<file path="src/rtl/layer_input_serializer.sv">
// -----------------------------------------------------------------------------
// layer_input_serializer
//
// Takes a whole parallel activation vector from the host or previous stage.
// Sends it out one word per clock on x, in a framing that a layer instance can
// consume directly:
//   - sof/eof mark the first and last word of each frame.
//   - idx is the element index.
//   - GAP idle cycles follow each frame so the layer can store and clear.
//
// Storage:
//   - active  : shift register holding the frame currently being sent.
//   - pending : one-entry buffer (with pend_full) holding the next vector.
//
// Ports:
//   clk       clock; all state changes on the rising edge
//   rst       asynchronous reset, active-high
//   in_valid  producer has a vector on in_data
//   in_ready  block can accept a vector this cycle (registered)
//   in_data   packed vector, element i at [i*BIT_SIZE +: BIT_SIZE]
//   x         serial word, 0 when x_valid=0
//   x_valid   x carries a vector element this cycle
//   idx       index of the element on x, 0 when x_valid=0
//   sof       first element of a frame is on x
//   eof       last element of a frame is on x
//   busy      a frame or gap is in progress, or a vector is pending
//
// Handshake (valid/ready):
//   - A vector transfers on a rising edge where in_valid && in_ready.
//   - in_data is sampled only on that edge.
//   - in_ready is a register equal to !pend_full as it will be after the edge.
//     It therefore never depends combinationally on in_valid.
//   - A producer holding in_valid high while in_ready=0 has no effect.
// -----------------------------------------------------------------------------
module layer_input_serializer #(
  parameter int IN_SIZE  = 3,
  parameter int BIT_SIZE = 1,
  parameter int GAP      = 2
) (
  input  logic                                              clk,
  input  logic                                              rst,
  input  logic                                              in_valid,
  output logic                                              in_ready,
  input  logic [IN_SIZE*BIT_SIZE-1:0]                       in_data,
  output logic [BIT_SIZE-1:0]                               x,
  output logic                                              x_valid,
  output logic [((IN_SIZE > 1) ? $clog2(IN_SIZE) : 1)-1:0]  idx,
  output logic                                              sof,
  output logic                                              eof,
  output logic                                              busy
);

  localparam int IW = (IN_SIZE > 1) ? $clog2(IN_SIZE) : 1;
  localparam int GW = (GAP > 1) ? $clog2(GAP) : 1;
  localparam int VW = IN_SIZE * BIT_SIZE;

  localparam logic [IW-1:0] LAST_IDX = IW'(IN_SIZE - 1);
  localparam logic [GW-1:0] GAP_LAST = GW'((GAP > 0) ? GAP - 1 : 0);

  typedef enum logic [1:0] {
    ST_IDLE = 2'd0,
    ST_SEND = 2'd1,
    ST_GAP  = 2'd2
  } state_t;

  state_t          state, state_n;
  logic [VW-1:0]   active, active_n;
  logic [VW-1:0]   pending, pending_n;
  logic            pend_full, pend_full_n;
  logic [IW-1:0]   idx_q, idx_n;
  logic [GW-1:0]   gap_cnt, gap_n;
  logic            xfer;
  logic            advance;  // active becomes free on this edge

  assign xfer = in_valid && in_ready;

  always_ff @(posedge clk or posedge rst) begin
    if (rst) begin
      state     <= ST_IDLE;
      active    <= '0;
      pending   <= '0;
      pend_full <= 1'b0;
      idx_q     <= '0;
      gap_cnt   <= '0;
      in_ready  <= 1'b0;
    end else begin
      state     <= state_n;
      active    <= active_n;
      pending   <= pending_n;
      pend_full <= pend_full_n;
      idx_q     <= idx_n;
      gap_cnt   <= gap_n;
      in_ready  <= !pend_full_n;
    end
  end

  always_comb begin
    state_n     = state;
    active_n    = active;
    pending_n   = pending;
    pend_full_n = pend_full;
    idx_n       = idx_q;
    gap_n       = gap_cnt;
    advance     = 1'b0;

    case (state)
      ST_IDLE: begin
        if (xfer) begin
          active_n = in_data;
          idx_n    = '0;
          state_n  = ST_SEND;
        end
      end

      ST_SEND: begin
        active_n = active >> BIT_SIZE;
        idx_n    = idx_q + IW'(1);
        if (idx_q == LAST_IDX) begin
          idx_n = '0;
          if (GAP > 0) begin
            state_n = ST_GAP;
            gap_n   = '0;
            if (xfer) begin
              pending_n   = in_data;
              pend_full_n = 1'b1;
            end
          end else begin
            advance = 1'b1;
          end
        end else if (xfer) begin
          pending_n   = in_data;
          pend_full_n = 1'b1;
        end
      end

      ST_GAP: begin
        gap_n = gap_cnt + GW'(1);
        if (gap_cnt == GAP_LAST) begin
          advance = 1'b1;
        end else if (xfer) begin
          pending_n   = in_data;
          pend_full_n = 1'b1;
        end
      end

      default: begin
        state_n = ST_IDLE;
      end
    endcase

    // The active register is free. The pending vector goes first. Otherwise a
    // vector arriving on this very edge goes straight to active, so no cycle
    // is lost. (pend_full=1 implies in_ready=0, so both cannot happen.)
    if (advance) begin
      idx_n = '0;
      if (pend_full) begin
        active_n    = pending;
        pend_full_n = 1'b0;
        state_n     = ST_SEND;
      end else if (xfer) begin
        active_n = in_data;
        state_n  = ST_SEND;
      end else begin
        state_n = ST_IDLE;
      end
    end
  end

  assign x_valid = (state == ST_SEND);
  assign x       = x_valid ? active[BIT_SIZE-1:0] : '0;
  assign idx     = x_valid ? idx_q : '0;
  assign sof     = x_valid && (idx_q == '0);
  assign eof     = x_valid && (idx_q == LAST_IDX);
  assign busy    = (state != ST_IDLE) || pend_full;

endmodule

</file>
<file path="config.mk">
export PLATFORM = sky130hd
export DESIGN_NAME = layer_input_serializer
export DESIGN_NICKNAME = d
export VERILOG_FILES = /design/src/rtl/layer_input_serializer.sv
export SDC_FILE = /design/constraint.sdc
export NUM_CORES = 1
export LEC_CHECK = 0
export BUFFER_PORTS_ARGS = -buffer_cell sky130_fd_sc_hd__buf_2
export CAP_MARGIN = 20
export CORE_MARGIN = 3
export CORE_UTILIZATION = 50
export CTS_CLUSTER_SIZE = 28
export DETAILED_ROUTE_END_ITERATION = 8
export PLACE_DENSITY = 0.72
export SYNTH_ARGS = -nofsm -noshare
export SYNTH_HDL_FRONTEND = slang
export SYNTH_SLANG_ARGS = --single-unit
</file>
<file path="constraint.sdc">
create_clock -name clk -period 1.8 [get_ports clk]
set_input_delay 0.45 -clock clk [delete_from_list [all_inputs] [get_ports clk]]
set_output_delay 0.45 -clock clk [all_outputs]
set_load 0.01 [all_outputs]
</file>
==> out/results.ini, run 1 <==
[place]
globalplace.congestion = 0.875
dp_hpwl_mm = 1.31
io_buffer_count = 13
dpl_worst_slack_ns = 0.134
dpl.cell_count = 114
placed_area_sq_um = 908

[setup_path]
timing.critical_path.arrival_ns = 1.30
cell_family_contributing_the_most_delay_on_the_critical_path = flip-flops
critical_path.reg2reg.startpoint = state[0]
reg2reg_slack_ns = 0.13
crit_path_start_kind = flip-flop
worst-setup-path-type = flip-flop to output port
crit_required_ns = 1.35
critical_path.reg2reg.endpoint = state[1]
critPathMaxStageDelay_ns = 0.39
worst-path-max-fanout = 5
slowest_cell_on_crit_path = dfrtp_1
cell_by_cell_listing_of_the_critical_path = inv_2 > ha_4 > inv_1 > nor2_2 > buf_2
r2r_cells = 6
timing.critical_path.buf_inv = 3
worstSetupEndpointType = output port

[sta]
timing.final.setup_violations = 0
fin_crit_ns = 1.75
worst_clock_skew_ns = 0.000233
worst-slew-pin-transition_ns = 0.481
report.final.slew_viol_count = 0
setup_ws_ns = 0.0452
post-route-period-util_pct = 97.5
setup_total_negative_slack_ns = 0
hold_viol = 0
rsz0062_at_grt = true
max_slew_margin_pct = 67.9
clock.fmax_mhz = 570

[routing]
drt_first_iter_violations = 23
post_drt_via_cell_ratio = 5.94
routed_antenna_nets = 0
via_count = 713
detail_route.first_pass.iterations = 4
drt-total-wl_mm = 1.82
post_drt_wl_per_cell_um = 15.2
drc = 0

[yosys]
synth_edf_count = 0
synthArstFlopShare_pct = 100
ys_seq_elements = 13
synth.cell_area_sq_um = 816
post_synthesis_net_count = 96
flip_flop_cell_with_the_highest_count_after_synthesis = dfrtp_1
synthesis.area_per_instance_sq_um = 9.49
post_synth_num_cell_types = 31
yosysTopAreaCellShare_pct = 39.9
synth.top_cells.by_area = dfrtp_1 (40%), ha_1 (6.1%), nand2b_1 (4.6%), a21oi_1 (4.3%), mux2_1 (4.1%)
ys_seq_area_share_pct = 39.9
synth.largest_area_cell = dfrtp_1
synth_warnings = 0
synthCells = 86

[floorplanning]
rows = 13
die_area_sq_mm = 0.00215
die_height_um = 46.4
initial_utilization_pct = 57.6
dieWidth_um = 46.4
design.core.area_sq_mm = 0.00142
io-pin-count = 14

[clock_tree]
postCtsHoldBufs = 0
root_buffer = clkbuf_4
cts.reportedPaths.clkPinSlew_ns = 0.07
cts-root-to-sink-buffers = 2
htree_levels = 1
cts_tree = built
number_of_buffers_created_by_cts = 3
insertion_delay_ns = 0.27
clock_sink_count = 13

[power_and_ir_drop]
sw_frac_of_total_pct = 42.7
pwr-share-comb_pct = 62.3
leakagePower_nw = 0.445
power_density_mw_per_mm2 = 2030
clockPowerShare_pct = 8.7
totalPowerFinal_w = 0.00202
p_sw_w = 0.000864
sequentialPowerShare_pct = 29.0
power.internal_w = 0.00116
worst_case_vdd_ir_drop_mv = 1.23

[final_layout]
multi_input_comb_area_sq_um = 484
layout-drive-gt1-share_pct = 37.1
filler_cells_inserted = 117
num_antenna_cells = 0
instances_no_fill = 120
nets = 116
flow.area_growth_from_synthesis_pct = 21.9
layout.area.seq_sq_um = 327
layout.cell_area.non_filler_sq_um = 995

[global_routing]
grt_start_max_net_pins = 14
grt_pass1_vias = 632
grt_antenna_before_repair = 0
grt_util_all_layers_pct = 18.9
grt_first_pass_wirelength_mm = 2.85
grt_remaining_overflow = 0

[run]
maximum_capacitance_violations = 0

[min_path]
holdCritPathClass = primary input to async pin

[status]
outcome = finished, final reports clean

stage by stage:
stage                     utilization [%]  hold WS [ns]
after floorplan                         -         0.327
after global placement               64.2         0.470
after detailed placement             64.2         0.475
after CTS                            68.0         0.188
after global routing                 70.3         0.208
final                                70.3         0.177
area by class of cell:
cell class	instances	area share [%]
Multi-Input combinational cell	64	48.7
Clock buffer	4	2.64
Inverter	6	2.26
Tap cell	15	1.89
Sequential cell	13	32.8
Timing Repair Buffer	18	11.7
per-layer routing:
metal | global-route usage [%] | vias up | part of all wire, %
met5 | 0 | - | 0
met1 | 25.8 | 324 | 45
met3 | 5.86 | 6 | 6.3
met2 | 27.7 | 26 | 47
li1 | - | 357 | -
met4 | 6.82 | 0 | 1.6
power groups by stage:
stage | clock, W | sequential (W) | combinational (W)
after detailed placement | 0 | 0.000579 | 0.00109
after CTS | 0.000180 | 0.000579 | 0.00115
final | 0.000176 | 0.000587 | 0.00126
after floorplan | 0 | 0.000530 | 0.000828
after global routing | 0.000194 | 0.000615 | 0.00139
after global placement | 0 | 0.000570 | 0.00107
worst register-to-register path: stages, from the launching register on:
cell and delay, ns:
dfrtp_2 0.44, inv_1 0.11, ha_2 0.26, a21bo_2 0.28
o21ai_2 0.18, nor2_1 0.09, o22a_1 0.19
flip-flops by register name, indices dropped and copies added, names as in the netlist, named ones only:
name and cells:
gap_cnt 1, idx_q 2, pending 3, active 3
state 2, in_ready 1
how the worst max path moves through the flow:
stage | start | endpoint | cells after the start
5_1_grt | state[0] | busy | 4
4_1_cts | state[0] | idx[0] | 4
6_report | state[1] | eof | 5
3_5_place_dp | state[0] | pending[1] | 5
2_1_floorplan | state[1] | sof | 5
3_3_place_gp | state[0] | pending[1] | 5
synth_stat cells, drive strengths merged, types with 3 or more instances:
cell / n
a21oi: 8
a22oi: 4
a31o: 3
and2: 4
dfrtp: 13
ha: 4
inv: 6
mux2: 4
nand2: 4
nand2b: 6
nand3: 3
nor2: 5
o21ai: 4
repair_timing:
action | in CTS | in global routing
buffers inserted | 1 | 1
setup endpoints to repair | 5 | 9
resized for setup | 5 | 8
pin swaps | 1 | 1
layout by cell type (no fill, tap or decap), types with 2 or more instances in the layout:
cell      count
nand3_1       3
o21ai_0       3
a211oi_1      2
and2_4        2
nand2b_1      6
ha_2          2
a31o_2        3
a31oi_1       2
mux2_1        3
buf_2        12
nor3b_1       2
nand4_1       2
a21oi_1       7
and2_1        2
a22oi_1       3
buf_4         3
buf_6         3
nor2_1        4
inv_1         5
clkbuf_4      3
nand2_1       3
dfrtp_1      12
logic make-up (layout without fill, tap and decap cells):
| group | after synthesis | after routing | share of synthesized area [%] |
|---|---|---|---|
| compound gates | 26 | 26 | 22.4 |
| fa+ha+maj | 4 | 4 | 6.14 |
| buf+inv | 9 | 28 | 4.45 |
| flops | 13 | 13 | 39.9 |
| mux | 5 | 5 | 7.21 |
| simple gates | 29 | 29 | 19.9 |
Note: power is estimated with default switching activity, not from simulation.
==> run 2: changes to the inputs <==
==> constraint.sdc (replaced) <==
create_clock -name clk -period 1.8 [get_ports clk]
set_input_delay 0.18 -clock clk [delete_from_list [all_inputs] [get_ports clk]]
set_output_delay 0.18 -clock clk [all_outputs]
set_load 0.01 [all_outputs]
==> out/results.ini, run 2 (synthesized netlist as in run 1, its figures left out) <==
[min_path]
holdCritPathClass = primary input to flip-flop
min-delay-start = in_data[0]

[routing]
post_drt_via_cell_ratio = 5.54
drt-total-wl_mm = 1.73
drc = 0
post_drt_wl_per_cell_um = 14.5
via_count = 665
detail_route.first_pass.iterations = 4
drt_first_iter_violations = 30
routed_antenna_nets = 0

[final_layout]
reg.largest.list = active: 3 flops, pending: 3 flops
filler_cells_inserted = 121
most-common-layout-cells = dfrtp_1 (13), buf_2 (13), a21oi_1 (7)
layout.cell_area.non_filler_sq_um = 968
layout-drive-gt1-share_pct = 30.5
layout.area.seq_sq_um = 325
multi_input_comb_area_sq_um = 469
nets = 116
flow.area_growth_from_synthesis_pct = 18.7
num_antenna_cells = 0

[place]
placed_area_sq_um = 901
dp_hpwl_mm = 1.30
dpl_worst_slack_ns = 0.149
io_buffer_count = 13
globalplace.congestion = 0.812

[setup_path]
slowest_cell_on_crit_path = dfrtp_1
timing.critical_path.arrival_ns = 1.88
worst-setup-path-type = flip-flop to flip-flop
cell_family_contributing_the_most_delay_on_the_critical_path = compound AO/OA/AOI/OAI gates
crit_path_start_kind = flip-flop
worst_setup_path_startpoint = state[0]
worst-path-max-fanout = 8
worstSetupEndpointType = flip-flop
crit_required_ns = 1.99
critPathMaxStageDelay_ns = 0.42
critical_path.reg2reg.startpoint = state[0]
timing.critical_path.buf_inv = 2
cell_by_cell_listing_of_the_critical_path = inv_1 > ha_1 > buf_4 > nor2_1 > a22oi_1 > a31o_2 > o21ai_0

[sta]
timing.final.setup_violations = 0
setup_total_negative_slack_ns = 0
rsz0062_at_grt = false
hold_viol = 0
max_slew_margin_pct = 66.6
clock.fmax_mhz = 592
setup_ws_ns = 0.112
worst_clock_skew_ns = 0.00355
worst-slew-pin-transition_ns = 0.501
post-route-period-util_pct = 93.8
report.final.slew_viol_count = 0
fin_crit_ns = 1.69

[global_routing]
grt_pass1_vias = 631
grt_antenna_before_repair = 0
grt_remaining_overflow = 0
grt_util_all_layers_pct = 19.2
grt_start_max_net_pins = 14
grt_first_pass_wirelength_mm = 2.83

[status]
outcome = finished, final reports clean

[run]
maximum_capacitance_violations = 0

[floorplanning]
rows = 13
dieWidth_um = 46.4
die_area_sq_mm = 0.00215
design.core.area_sq_mm = 0.00142
io-pin-count = 14
die_height_um = 46.4
initial_utilization_pct = 57.6

[clock_tree]
htree_levels = 1
cts-root-to-sink-buffers = 2
number_of_buffers_created_by_cts = 3
root_buffer = clkbuf_4
clock_sink_count = 13
insertion_delay_ns = 0.27
cts_tree = built
cts.reportedPaths.clkPinSlew_ns = 0.08

[power_and_ir_drop]
power_density_mw_per_mm2 = 1960
leakagePower_nw = 0.440
totalPowerFinal_w = 0.00190
worst_case_vdd_ir_drop_mv = 1.42

run 2: changes by cell type in the layout (fill, tap and decap cells not counted), sizes merged:
cell / delta
buf: -1
clkbuf: -1
clkinv: +1
dlygate4sd3: +1
run 2: worst register-to-register path: stages (launching register included):
cell	delay (ns)
dfrtp_1	0.42
inv_1	0.10
ha_1	0.25
buf_4	0.18
nor2_1	0.22
a22oi_1	0.11
a31o_2	0.25
o21ai_0	0.07
run 2: power by group:
group / total (W) / internal, W / switching (W)
Clock: 0.000176 / 0.0000824 / 0.0000935
Combinational: 0.00114 / 0.000558 / 0.000585
Sequential: 0.000579 / 0.000438 / 0.000141
run 2: layout make-up:
class | count | share of cell area, %
clock buffers | 3 | 2.33
inverters | 6 | 2.33
flip-flops and latches | 13 | 33.6
clock inverters | 1 | 0.517
well taps | 15 | 1.94
multi-input cells | 64 | 48.4
repair buffers | 18 | 10.9
run 2: layer usage:
layer  vias up  GRT usage, %  share of wire [%]
li1        345             -                  -
met1       302          24.3                 49
met2        16          29.4                 45
met3         2          8.59                6.1
met4         0          5.11               0.81
met5         -             0                  0
run 2: final timing paths:
check | end | cells after the start | slack [ns]
worst max-delay path | active[0] | 7 | 0.11
worst min-delay path | pending[0] | 2 | 0.15
worst max register to register | active[0] | 7 | 0.11
worst min register to register | pending[0] | 1 | 0.50
max in group asynchronous | active[2] | 3 | 1.00
min in group asynchronous | pending[1] | 3 | 0.47
run 2: repair_timing:
item,4_1_cts,5_1_grt
hold buffers,1,0
endpoints found under the hold margin,13,0
gates resized for setup,2,1
setup endpoints to repair,2,6
buffers inserted,0,2
cloned,0,0
run 2: through the flow:
| step | utilization (%) | cells | hold WS, ns |
|---|---|---|---|
| after floorplan | - | 86 | 0.0570 |
| after global placement | 63.7 | 113 | 0.225 |
| after detailed placement | 63.7 | 113 | 0.230 |
| after CTS | 67.2 | 118 | 0.143 |
| after global routing | 68.4 | 120 | 0.134 |
| final | 68.4 | 120 | 0.153 |
